[config.mk]
export PLATFORM = sky130hd
export DESIGN_NAME = keypad_scan_ctrl
export DESIGN_NICKNAME = d
export VERILOG_FILES = /design/src/rtl/keypad_pkg.sv /design/src/rtl/keypad_debounce.sv /design/src/rtl/keypad_scan_ctrl.sv
export SDC_FILE = /design/constraint.sdc
export NUM_CORES = 1
export LEC_CHECK = 0
export CORE_MARGIN = 3
export CORE_UTILIZATION = 50
export CTS_CLUSTER_DIAMETER = 150
export DETAILED_ROUTE_END_ITERATION = 10
export PLACE_DENSITY = 0.68
export SETUP_SLACK_MARGIN = 0.3
export SLEW_MARGIN = 25
export SYNTH_ARGS = -nofsm -noshare
export SYNTH_HDL_FRONTEND = slang
export SYNTH_SLANG_ARGS = --single-unit
[constraint.sdc]
create_clock -name clk -period 3.2 [get_ports clk]
set_clock_uncertainty 0.15 [all_clocks]
set_input_delay 0.8 -clock clk [delete_from_list [all_inputs] [get_ports clk]]
set_output_delay 0.8 -clock clk [all_outputs]
set_load 0.01 [all_outputs]
[src/rtl/keypad_pkg.sv]
// keypad_pkg: shared types and helpers for the 4x4 keypad scan controller.
//   FIRST_COLUMN  column drive pattern for column index 0
//   wait_state_t  states of the wait-for-key sequencer
//   key_of()      (column index, row bit) -> key index
//   lsb4()        index of the lowest set bit in a 4-bit vector
package keypad_pkg;

  localparam logic [3:0] FIRST_COLUMN = 4'b1000;

  typedef enum logic [1:0] {
    IDLE,
    ARMED,
    HOLD,
    DONE
  } wait_state_t;

  // row_bit + 4*(3-col); for a 2-bit col, 3-col is just ~col
  function automatic logic [3:0] key_of(input logic [1:0] col, input logic [1:0] row_bit);
    return {~col, row_bit};
  endfunction

  // Returns 3 for an all-zero input; callers only use it when some bit is set
  function automatic logic [1:0] lsb4(input logic [3:0] v);
    if (v[0])      return 2'd0;
    else if (v[1]) return 2'd1;
    else if (v[2]) return 2'd2;
    else           return 2'd3;
  endfunction

endpackage

[src/rtl/keypad_debounce.sv]
// keypad_debounce: debounce state for a single key.
//   clk, rst   clock, asynchronous active-high reset
//   sample_en  high on the cycle this key's column is sampled
//   raw        sampled key state, 1 = closed
//   stable     debounced key state
//   rise/fall  high on the sample cycle where stable is about to flip 0->1 / 1->0
module keypad_debounce #(
  parameter int DEBOUNCE_SCANS = 4
) (
  input  logic clk,
  input  logic rst,
  input  logic sample_en,
  input  logic raw,
  output logic stable,
  output logic rise,
  output logic fall
);

  localparam int CW = (DEBOUNCE_SCANS > 1) ? $clog2(DEBOUNCE_SCANS) : 1;
  localparam logic [CW-1:0] LAST = CW'(DEBOUNCE_SCANS - 1);

  logic [CW-1:0] r_cnt;
  logic          r_stable;
  logic          w_flip;

  assign w_flip = sample_en && (raw != r_stable) && (r_cnt == LAST);

  always_ff @(posedge clk or posedge rst) begin
    if (rst) begin
      r_cnt    <= '0;
      r_stable <= 1'b0;
    end else if (sample_en) begin
      if (raw == r_stable) begin
        r_cnt <= '0;
      end else if (r_cnt == LAST) begin
        r_stable <= raw;
        r_cnt    <= '0;
      end else begin
        r_cnt <= r_cnt + 1'b1;
      end
    end
  end

  assign stable = r_stable;
  assign rise   = w_flip & raw;
  assign fall   = w_flip & ~raw;

endmodule

[src/rtl/keypad_scan_ctrl.sv]
// keypad_scan_ctrl: column scanner, 16-key debouncer and wait-for-key sequencer.
//   clk, rst       clock, asynchronous active-high reset
//   column         one-hot column drive (4'b1000 >> column index)
//   row            active-low row sense
//   keys           debounced key bitmap, 1 = pressed
//   query_key      key index to look up; query_pressed is keys[query_key] one cycle later
//   wait_req       starts a press-then-release wait when sampled in IDLE
//   wait_cancel    aborts a wait in progress without a completion pulse
//   waiting        high while a wait is in progress (ARMED/HOLD/DONE)
//   key_valid      one-cycle completion pulse
//   key_index      key that completed the most recent wait
//
// Wait FSM
//   state | meaning
//   IDLE  | no wait in progress
//   ARMED | waiting for any key to become pressed (already-held keys ignored)
//   HOLD  | captured key pressed, waiting for it to be released
//   DONE  | completion cycle, key_valid high
module keypad_scan_ctrl
  import keypad_pkg::*;
#(
  parameter int SETTLE_CYCLES  = 1000,
  parameter int DEBOUNCE_SCANS = 4
) (
  input  logic        clk,
  input  logic        rst,
  output logic [3:0]  column,
  input  logic [3:0]  row,
  output logic [15:0] keys,
  input  logic [3:0]  query_key,
  output logic        query_pressed,
  input  logic        wait_req,
  input  logic        wait_cancel,
  output logic        waiting,
  output logic        key_valid,
  output logic [3:0]  key_index
);

  localparam int SW = $clog2(SETTLE_CYCLES);
  localparam logic [SW-1:0] SETTLE_LAST = SW'(SETTLE_CYCLES - 1);

  logic [SW-1:0] r_settle;
  logic [1:0]    r_col;
  logic          w_tc;

  assign w_tc = (r_settle == SETTLE_LAST);

  always_ff @(posedge clk or posedge rst) begin
    if (rst) begin
      r_settle <= '0;
      r_col    <= 2'd0;
    end else if (w_tc) begin
      r_settle <= '0;
      r_col    <= r_col + 2'd1;
    end else begin
      r_settle <= r_settle + 1'b1;
    end
  end

  assign column = FIRST_COLUMN >> r_col;

  logic [15:0] w_stable;
  logic [15:0] w_rise;
  logic [15:0] w_fall;

  for (genvar k = 0; k < 16; k++) begin : g_key
    localparam logic [1:0] KCOL = 2'(3 - k / 4);
    localparam int         KROW = k % 4;
    logic w_sample;
    assign w_sample = w_tc && (r_col == KCOL);
    keypad_debounce #(
      .DEBOUNCE_SCANS(DEBOUNCE_SCANS)
    ) u_db (
      .clk      (clk),
      .rst      (rst),
      .sample_en(w_sample),
      .raw      (~row[KROW]),
      .stable   (w_stable[k]),
      .rise     (w_rise[k]),
      .fall     (w_fall[k])
    );
  end

  assign keys = w_stable;

  logic r_query_pressed;

  always_ff @(posedge clk or posedge rst) begin
    if (rst) r_query_pressed <= 1'b0;
    else     r_query_pressed <= w_stable[query_key];
  end

  assign query_pressed = r_query_pressed;

  wait_state_t r_state, w_next;
  logic [3:0]  r_cap, w_cap_next;
  logic [3:0]  r_key_index, w_key_index_next;
  logic [3:0]  w_rise_nib;

  // Strobes only fire for keys of the column being sampled, so the rising
  // keys all sit in that column's nibble and the lowest row bit is the
  // lowest key index.
  assign w_rise_nib = w_rise[{~r_col, 2'b00} +: 4];

  always_ff @(posedge clk or posedge rst) begin
    if (rst) begin
      r_state     <= IDLE;
      r_cap       <= 4'd0;
      r_key_index <= 4'd0;
    end else begin
      r_state     <= w_next;
      r_cap       <= w_cap_next;
      r_key_index <= w_key_index_next;
    end
  end

  always_comb begin
    w_next           = r_state;
    w_cap_next       = r_cap;
    w_key_index_next = r_key_index;
    case (r_state)
      IDLE: begin
        if (wait_req) w_next = ARMED;
      end
      ARMED: begin
        if (wait_cancel) begin
          w_next = IDLE;
        end else if (|w_rise) begin
          w_cap_next = key_of(r_col, lsb4(w_rise_nib));
          w_next     = HOLD;
        end
      end
      HOLD: begin
        if (wait_cancel) begin
          w_next = IDLE;
        end else if (w_fall[r_cap]) begin
          w_key_index_next = r_cap;
          w_next           = DONE;
        end
      end
      DONE: begin
        w_next = IDLE;
      end
      default: begin
        w_next = IDLE;
      end
    endcase
  end

  assign waiting   = (r_state != IDLE);
  assign key_valid = (r_state == DONE);
  assign key_index = r_key_index;

endmodule

# After elaboration in Yosys (flattened, before gate mapping)
# Cells that the tools add are included.
totals:
  mem_count: 0
  ff_bits: 71
  word_cells: 277
  mem_bits_rw: 0
  latchBits: 0
  input_bits: 12
  rom_bits: 0
op_classes:
  mux: 46
  reduce_logical: 59
  eq_ne: 58
  n_addsub: 18
  shift: 2
  multipliers: 0
  div_mod_pow: 0
  order_cmp: 2
  bitwise: 54
op_table:
  columns: ["cell", "n"]
  rows:
  - ["$mux W2", 39]
  - ["$reduce_and A3 Y1", 19]
  - ["$eq A2 B2 Y1 const B", 20]
  - ["$logic_and A1 B1 Y1", 36]
  - ["$add A2 B1 Y2 const B", 17]
  - ["$and A1 B1 Y1", 32]
  - ["$not A1 Y1", 21]
  - ["$eq A1 B1 Y1", 16]
  - ["$ne A1 B1 Y1", 16]
  - ["$reduce_or A16 Y1", 1]
  - ["$shiftx A16 B5 Y3", 1]
  - ["$add A10 B1 Y10 const B", 1]
  - ["$eq A10 B10 Y1 const B", 1]
  - ["$lt A4 B5 Y1 const B", 2]
  - ["$mux W10", 1]
  - ["$bmux W1 S4", 2]
  - ["$pmux W2 S4", 1]
  - ["$ne A3 B3 Y1 const B", 2]
  - ["$eq A2 B1 Y1 const B", 2]
  - ["$logic_not A2 Y1", 2]
  - ["$shr A4 B2 Y4 const A", 1]
  - ["$mux W1", 3]
  - ["$ne A2 B2 Y1 const B", 1]
  - ["$not A2 Y2", 1]
  - ["$reduce_bool A2 Y1", 1]

# Depth between registers and ports, before layout
# Gate-level depths: netlist of the first run.
depth:
  ltp_word: 10
  ltp_mapped: 9

# Hierarchy
# Synthesis of the first run repeated with hierarchy kept, for this count alone.
hier_totals:
  cells_unflattened: 395
  area_unflattened_um2: 4071.4
by_module_without_submodules:
  columns: ["module", "area_per_inst_um2", "seq_area_each_um2", "cells_each", "instances"]
  rows:
  - ["keypad_debounce", 162.7, 75.1, 16, 16]
  - ["keypad_scan_ctrl", 1468.9, 575.6, 139, 1]

# Least setup slack after synthesis of the first run
# No wires, ideal clock.
synth_path:
  path_kind: "reg-to-reg"
  start: "register r_col[0]"
  end: "register r_cap[0]"
  arrival_time_ps: 2251
  stages_incl_launch_ff: 10
  setup_slack_ps: 674
  period_less_slack_ps: 2526
  path_cell_list: "dfrtp_1 -> inv_1 -> ha_1 -> clkbuf_1 -> nand2_1 -> o22ai_1 -> a222oi_1 -> o2111ai_1 -> a21oi_2 -> mux2_2"
synth_between:
  elab_chain_len: 9
  elab_cells_between_ends: 63
  classes_between: "3 x eq/ne; 1 x shift; 3 x mux; 17 x bitwise; 39 x reduce/logical"
synth_rtl:
  columns: ["item", "line_no", "source"]
  rows:
  - ["start: declaration", "keypad_scan_ctrl.sv:43", "logic [1:0] r_col;"]
  - ["start signal: assignment", "keypad_scan_ctrl.sv:54", "r_col <= r_col + 2'd1;"]
  - ["$eq A2 B2 Y1 (tied with other cells)", "keypad_scan_ctrl.sv:70", "assign w_sample = w_tc && (r_col == KCOL);"]
  - ["$logic_and A1 B1 Y1", "keypad_scan_ctrl.sv:70", null]
  - ["$logic_and A1 B1 Y1 (2 in a row)", "keypad_debounce.sv:26", "assign w_flip = sample_en && (raw != r_stable) && (r_cnt == LAST);"]
  - ["$and A1 B1 Y1", "keypad_debounce.sv:45", "assign rise = w_flip & raw;"]
  - ["$shiftx A16 B5 Y3", "keypad_scan_ctrl.sv:103", "assign w_rise_nib = w_rise[{~r_col, 2'b00} +: 4];"]
  - ["$mux W1", "keypad_pkg.sv:26", "else if (v[2]) return 2'd2;"]
  - ["$mux W2", "keypad_pkg.sv:25", "else if (v[1]) return 2'd1;"]
  - ["$mux W2", "keypad_pkg.sv:24", "if (v[0]) return 2'd0;"]
  - ["end signal: assignment", "keypad_scan_ctrl.sv:112", "r_cap <= w_cap_next;"]
  - ["end: declaration", "keypad_scan_ctrl.sv:96", "logic [3:0] r_cap, w_cap_next;"]
# Several ways; a longest one is shown, not always the timed one.
# A chain may end at the register's enable or synchronous reset.

# Final worst setup path of the first run
layout_path:
  start: "register r_col[0]"
  end: "output column[3]"
layout_between:
  elab_chain_len: 1
layout_rtl:
  columns: ["item", "line_no", "source"]
  rows:
  - ["$shr A4 B2 Y4", "keypad_scan_ctrl.sv:60", "assign column = FIRST_COLUMN >> r_col;"]
  - ["end: declaration", "keypad_scan_ctrl.sv:27", "output logic [3:0] column,"]
# No other way between the ends.

==> results.md, run 1 <==
* Final nets at 492
* Post-synth ARST share at 100%
* Port Buffer Count at 38
* Mapped Avg Cell Area at 9.67 µm²
* Initial DRC count at 276
* Vert. Die Dim at 97.4 µm
* Number of synthesized flops with an enable pin at 0
* RSZ-0062 raised after global routing: no
* Crit path time final at 2.81 ns
* Max_cap viols at 0
* CP Data Arrival Time at 1.86 ns
* Vias/cell at 5.91
* Fin. max-slew vios at 0
* GR Overflow Total at 0
* Clk sinks at 71
* Deepest clock path buffer count at 2
* Sequential area share after synthesis at 42.5%
* Worst VDD drop at 293 µV
* Post-Syn Nets at 465
* Worst R2R Setup Slack at 0.49 ns
* Total power of the final layout at 0.00170 W
* Yosys reg bits at 71
* Fmax at 0.356 GHz
* Worst-Margin Slew at 0.544 ns
* Synth Instances at 432
* Post-Syn Area at 4180 µm²
* GRT Util Overall at 21.9%
* Routed WL per cell at 17.3 µm
* DRC at 0
* First-pass GRT wire length at 16.7 mm
* Root buf cell: clkbuf_8
* Post-DP HPWL at 7.11 mm
* Most frequent cells in the layout: 76 x nand2_1, 71 x dfrtp_1, 38 x clkdlybuf4s50_1
* CP endpoint kind: primary output
* Vias in the first global route at 3353
* Initial Utilization at 52.7%
* Main synth FF type: dfrtp_1
* Yosys warns at 0
* Via count at 3335
* Largest net degree at the start of global routing at 56
* # diodes at 0
* CTS H-tree lvls at 3
* Commonest non-fill, non-tap cell in the layout: nand2_1
* Leakage at 2.03 nW
* Status: finished, final reports clean
* Final hold viol count at 0
* Die ar. at 9490 µm²
* Max FO, Critical Path at 9
* Core ar. at 7930 µm²
* Area growth syn-to-layout at 15.2%
* CTS clk-pin slew, worst paths at 0.07 ns
* Num rows at 32
* Die width at 97.4 µm
* Cell variety after synth at 57
* Setup-failing EPs final at 0
* Setup TNS at 0 ns
* Crit path kind: reg -> out
* CP Launch Type: flop
* CTS buffer count at 9
* DRT Wirelength at 9.76 mm
* Setup bufs post-CTS at 0
* Pwr per Cell Area at 353 nW/µm²
* Final ANT Viol Nets at 0
* Setup ws final at 0.391 ns
* Relative slew slack at 63.7%
* Worst path required time at 2.25 ns
* TritonCTS clock tree: built
* Initial antenna violation count at 0
* Boundary Pins at 39
* Clock latency on the worst-skew pair at 0.35 ns
* Routability Congestion at 0.949
* Worst hold path class: reg -> reg
* Ratio of cells with drive above 1 in the final layout at 11.9%
* Pre-antenna DRT Iters at 6
* Placement Setup Slack at 0.0776 ns
* Final Cycle Share at 87.8%
per-layer routing:
layer / GRT usage [%] / up-vias / part of all wire (%)
li1: - / 1580 / -
met1: 30.3 / 1599 / 45
met2: 33.6 / 135 / 46
met3: 4.67 / 21 / 7.0
met4: 8.52 / 0 / 2.1
met5: 0 / - / 0
where the power goes:
group / internal (W) / switching, W
Combinational: 0.0000394 / 0.0000551
Clock: 0.000370 / 0.000332
Sequential: 0.000900 / 0.00000235
Total: 0.00131 / 0.000389
critical path: stages (launching register included):
cell	delay [ns]
dfrtp_1	0.50
inv_2	0.21
ha_4	0.24
clkdlybuf4s50_1	0.57
sequential cells by signal, indices dropped and copies added, names as in the netlist:
register	flops
g_key.u_db.r_cnt	32
r_cap	4
g_key.u_db.stable	16
query_pressed	1
r_col	2
key_index	4
r_state	2
r_settle	10
final timing paths:
path | cells after the start | end | start
max | 3 | column[3] | r_col[0]$_DFFE_PP0N_
min | 1 | r_settle[0]$_DFF_PP0_ | r_settle[0]$_DFF_PP0_
max reg2reg | 8 | r_cap[1]$_DFFE_PP0P_ | r_col[0]$_DFFE_PP0N_
min reg2reg | 1 | r_settle[0]$_DFF_PP0_ | r_settle[0]$_DFF_PP0_
max in group asynchronous | 3 | g_key[12].u_db.stable$_DFFE_PP0P_ | rst
min in group asynchronous | 2 | r_state[1]$_DFFE_PP0P_ | rst
kinds of logic (layout without fill, tap and decap cells):
group | Yosys count | count (layout) | synth area share [%]
buf+inv | 55 | 85 | 6.77
simple gates | 162 | 162 | 19.5
mux | 13 | 13 | 5.39
xor+xnor | 24 | 24 | 5.03
fa+ha+maj | 21 | 21 | 6.29
flops | 71 | 71 | 42.5
compound gates | 86 | 86 | 14.5
Yosys cell counts (4+ instances only):
master    number  area share, %
mux4_2         6            3.2
nor2_1        21            1.9
buf_4         16            2.9
buf_2          7           0.84
xnor2_1        8            1.7
nand2_1       76            6.8
ha_1          21            6.3
mux2_2         4            1.1
dfrtp_1       71             43
inv_1         20            1.8
nand3_1       18            2.2
a31oi_1        7            1.0
o41ai_1       10            2.1
o21ai_0       24            2.9
nand4b_1       6            1.3
a21oi_1       10            1.2
clkbuf_1       9           0.81
and2_1         6           0.90
o31ai_1       12            2.2
nand4_1        8            1.2
and3_1         5           0.75
xor2_1        16            3.4
through the flow:
stage	cell area [µm²]	hold slack, ns	instances	util, %
2_1_floorplan	4180	0.293	432	-
3_3_place_gp	4600	0.304	550	58.0
3_5_place_dp	4600	0.318	550	58.0
4_1_cts	4790	0.334	564	60.4
5_1_grt	4810	0.351	564	60.7
6_report	4810	0.332	564	60.7
final cells by class:
cell class,count,area [µm²]
fillers,662,3110
clock buffers,10,138
repair buffers,51,503
multi-input cells,306,2150
well taps,102,128
inverters,20,75.1
clock inverters,4,47.5
flip-flops and latches,71,1780
what timing repair did:
action | CTS | global route
hold buffers | 0 | 0
resized for setup | 2 | 4
endpoints found under the setup margin | 2 | 7
pin swaps | 0 | 0
hold endpoints to repair | 0 | 0
Note: power is estimated with default switching activity, not from simulation.
==> run 2: changes to the inputs <==
Settings changed: CORE_MARGIN 3 to 1, SLEW_MARGIN 25 to default.
==> run 2 against run 1 <==
Net effect:
- first-iteration DRC count down 31%
- critical endpoint unchanged
- total power up 4.3%
- largest cell class unchanged
- highest routed layer unchanged
- setup slack worse by 0.0031 ns
==> results.md, run 2 (same netlist as run 1, synthesis figures left out) <==
* Switch share at 23.0% (+0.080 points)
* Num rows at 32 (unchanged)
* Commonest non-fill, non-tap cell in the layout: nand2_1
* Crit path kind: reg -> out
* Fmax at 0.356 GHz (-0.11%)
* DRT Wirelength at 10.0 mm (+2.4%)
* Worst path required time at 2.25 ns (about the same)
* Via count at 3405 (+2.1%)
* Final Cycle Share at 87.9% (+0.098 points)
* Gate power share at 5.4% (-0.2 points)
* Worst VDD drop at 229 µV (-22%)
* Register Area at 1780 µm² (unchanged)
* Switching component of the power at 0.000407 W (+4.7%)
* Die ar. at 8730 µm² (-8.0%)
* Die width at 93.4 µm (-4.1%)
* Relative slew slack at 50.7% (-13 points)
* Area growth syn-to-layout at 16.0%
* Leakage at 2.05 nW (+0.99%)
* CTS clk-pin slew, worst paths at 0.08 ns (about the same)
* Routability Congestion at 0.907 (-4.4%)
* Post-DP HPWL at 7.23 mm (+1.7%)
* Initial DRC count at 191 (-31%)
* CP Launch Type: flop
* Reg with most FFs: g_key.u_db.r_cnt
* Status: finished, final reports clean
* RSZ-0062 raised after global routing: yes
* Initial Utilization at 53.0% (+0.27 points)
* Ratio of cells with drive above 1 in the final layout at 12.7% (+0.76 points)
* Final hold viol count at 0 (unchanged)
* Routed WL per cell at 17.6 µm (+1.7%)
* Clk sinks at 71 (unchanged)
* Fillers at 667 (+0.76%)
* Layout Cells excl Fill at 568 (+0.71%)
* Clock latency on the worst-skew pair at 0.35 ns (about the same)
* Number of flip-flops in the largest register at 32 (unchanged)
* Part of the power in the clock network at 43.7% (+2.4 points)
* Register share of total power at 50.9% (-2.2 points)
* Pint at 0.00136 W (+4.2%)
* Deepest clock path buffer count at 2 (unchanged)
* Setup-failing EPs final at 0 (unchanged)
* CTS buffer count at 9 (unchanged)
* Placed instance count at 552 (+0.36%)
* Initial antenna violation count at 0 (unchanged)
* Port Buffer Count at 38 (unchanged)
* Setup TNS at 0 ns (unchanged)
* Vert. Die Dim at 93.4 µm (-4.1%)
* First-pass GRT wire length at 16.2 mm (-2.8%)
* Fin. max-slew vios at 0 (unchanged)
* CP Data Arrival Time at 1.86 ns (about the same)
* GR Overflow Total at 0 (unchanged)
* Crit path time final at 2.81 ns (+0.00314 ns)
* Area of the multi-input gates at 2150 µm² (unchanged)
* Pre-antenna DRT Iters at 4 (-2)
* Pwr per Cell Area at 365 nW/µm² (+3.6%)
* Core ar. at 7890 µm² (-0.51%)
* Boundary Pins at 39 (unchanged)
* Max_cap viols at 0 (unchanged)
* GRT Util Overall at 24.4% (+2.5 points)
* DRC at 0 (unchanged)
* Largest net degree at the start of global routing at 35 (-38%)
* # diodes at 0 (unchanged)
* Max FO, Critical Path at 9 (unchanged)
* Root buf cell: clkbuf_8
* CP endpoint kind: primary output
* Worst hold path class: reg -> reg
* Vias/cell at 5.99 (+1.4%)
* Final nets at 494 (+0.41%)
* Most frequent cells in the layout: 76 x nand2_1, 71 x dfrtp_1, 38 x clkdlybuf4s50_1
* CTS H-tree lvls at 3 (unchanged)
* Worst-Margin Slew at 0.739 ns (+0.195 ns)
* Final ANT Viol Nets at 0 (unchanged)
* TritonCTS clock tree: built
* Vias in the first global route at 3203 (-4.5%)
-- run 2: cell count changes in the layout (fill, tap and decap cells not counted), sizes merged --
cell and change:
clkbuf +2, inv +1, clkinv -1, buf +2
-- run 2: repair_timing --
action,4_1_cts,5_1_grt
setup endpoints to repair,2,7
pin swaps,0,0
gates resized for setup,2,4
buffers inserted,0,0
hold buffers,0,0
-- run 2: cell type report --
cell class / count / share of cell area (%)
Clock buffer: 12 / 3.41
Clock inverter: 4 / 1.06
Inverter: 20 / 1.55
Multi-Input combinational cell: 306 / 44.3
Sequential cell: 71 / 36.6
Tap cell: 102 / 2.63
Timing Repair Buffer: 53 / 10.4
-- run 2: final timing paths --
check	from	endpoint	slack, ns	depth (start not counted)
setup / recovery	r_col[0]$_DFFE_PP0N_	column[3]	0.39	3
hold / removal	g_key[15].u_db.r_cnt[1]$_DFFE_PP0N_	g_key[15].u_db.r_cnt[1]$_DFFE_PP0N_	0.33	2
setup reg to reg	r_col[0]$_DFFE_PP0N_	r_cap[2]$_DFFE_PP0P_	0.50	8
hold reg to reg	g_key[15].u_db.r_cnt[1]$_DFFE_PP0N_	g_key[15].u_db.r_cnt[1]$_DFFE_PP0N_	0.33	2
max in group asynchronous	rst	query_pressed$_DFF_PP0_	1.53	3
min in group asynchronous	rst	g_key[5].u_db.r_cnt[1]$_DFFE_PP0N_	0.74	2
-- run 2: power by group through the flow --
stage	Sequential [W]	Clock [W]	Combinational (W)
6_report	0.000902	0.000774	0.0000958
5_1_grt	0.000902	0.000834	0.000105
2_1_floorplan	0.000919	0	0.0000493
3_3_place_gp	0.000919	0	0.0000945
4_1_cts	0.000902	0.000788	0.0000965
3_5_place_dp	0.000920	0	0.0000960
-- run 2: metal layers --
metal / part of all wire, % / GRT usage (%)
met1: 46 / 33.8
met2: 47 / 36.5
met3: 5.4 / 5.04
met4: 1.9 / 11.4
met5: 0 / 0
-- run 2: metrics by stage --
| step | hold slack, ns | setup slack [ns] | total power, W | cell area, µm² | utilization, % |
|---|---|---|---|---|---|
| 3_3_place_gp | 0.306 | 0.172 | 0.00101 | 4600 | 58.4 |
| 5_1_grt | 0.354 | 0.287 | 0.00184 | 4850 | 61.5 |
| 4_1_cts | 0.332 | 0.241 | 0.00179 | 4830 | 61.2 |
| 3_5_place_dp | 0.317 | 0.0950 | 0.00102 | 4600 | 58.4 |
| 6_report | 0.331 | 0.388 | 0.00177 | 4850 | 61.5 |
| 2_1_floorplan | 0.293 | 0.453 | 0.000969 | 4180 | - |
-- run 2: worst max-delay path, cell delays in order (launching register included) --
cell and delay (ns):
dfrtp_1 0.51, inv_2 0.21, ha_4 0.24, clkdlybuf4s50_1 0.56
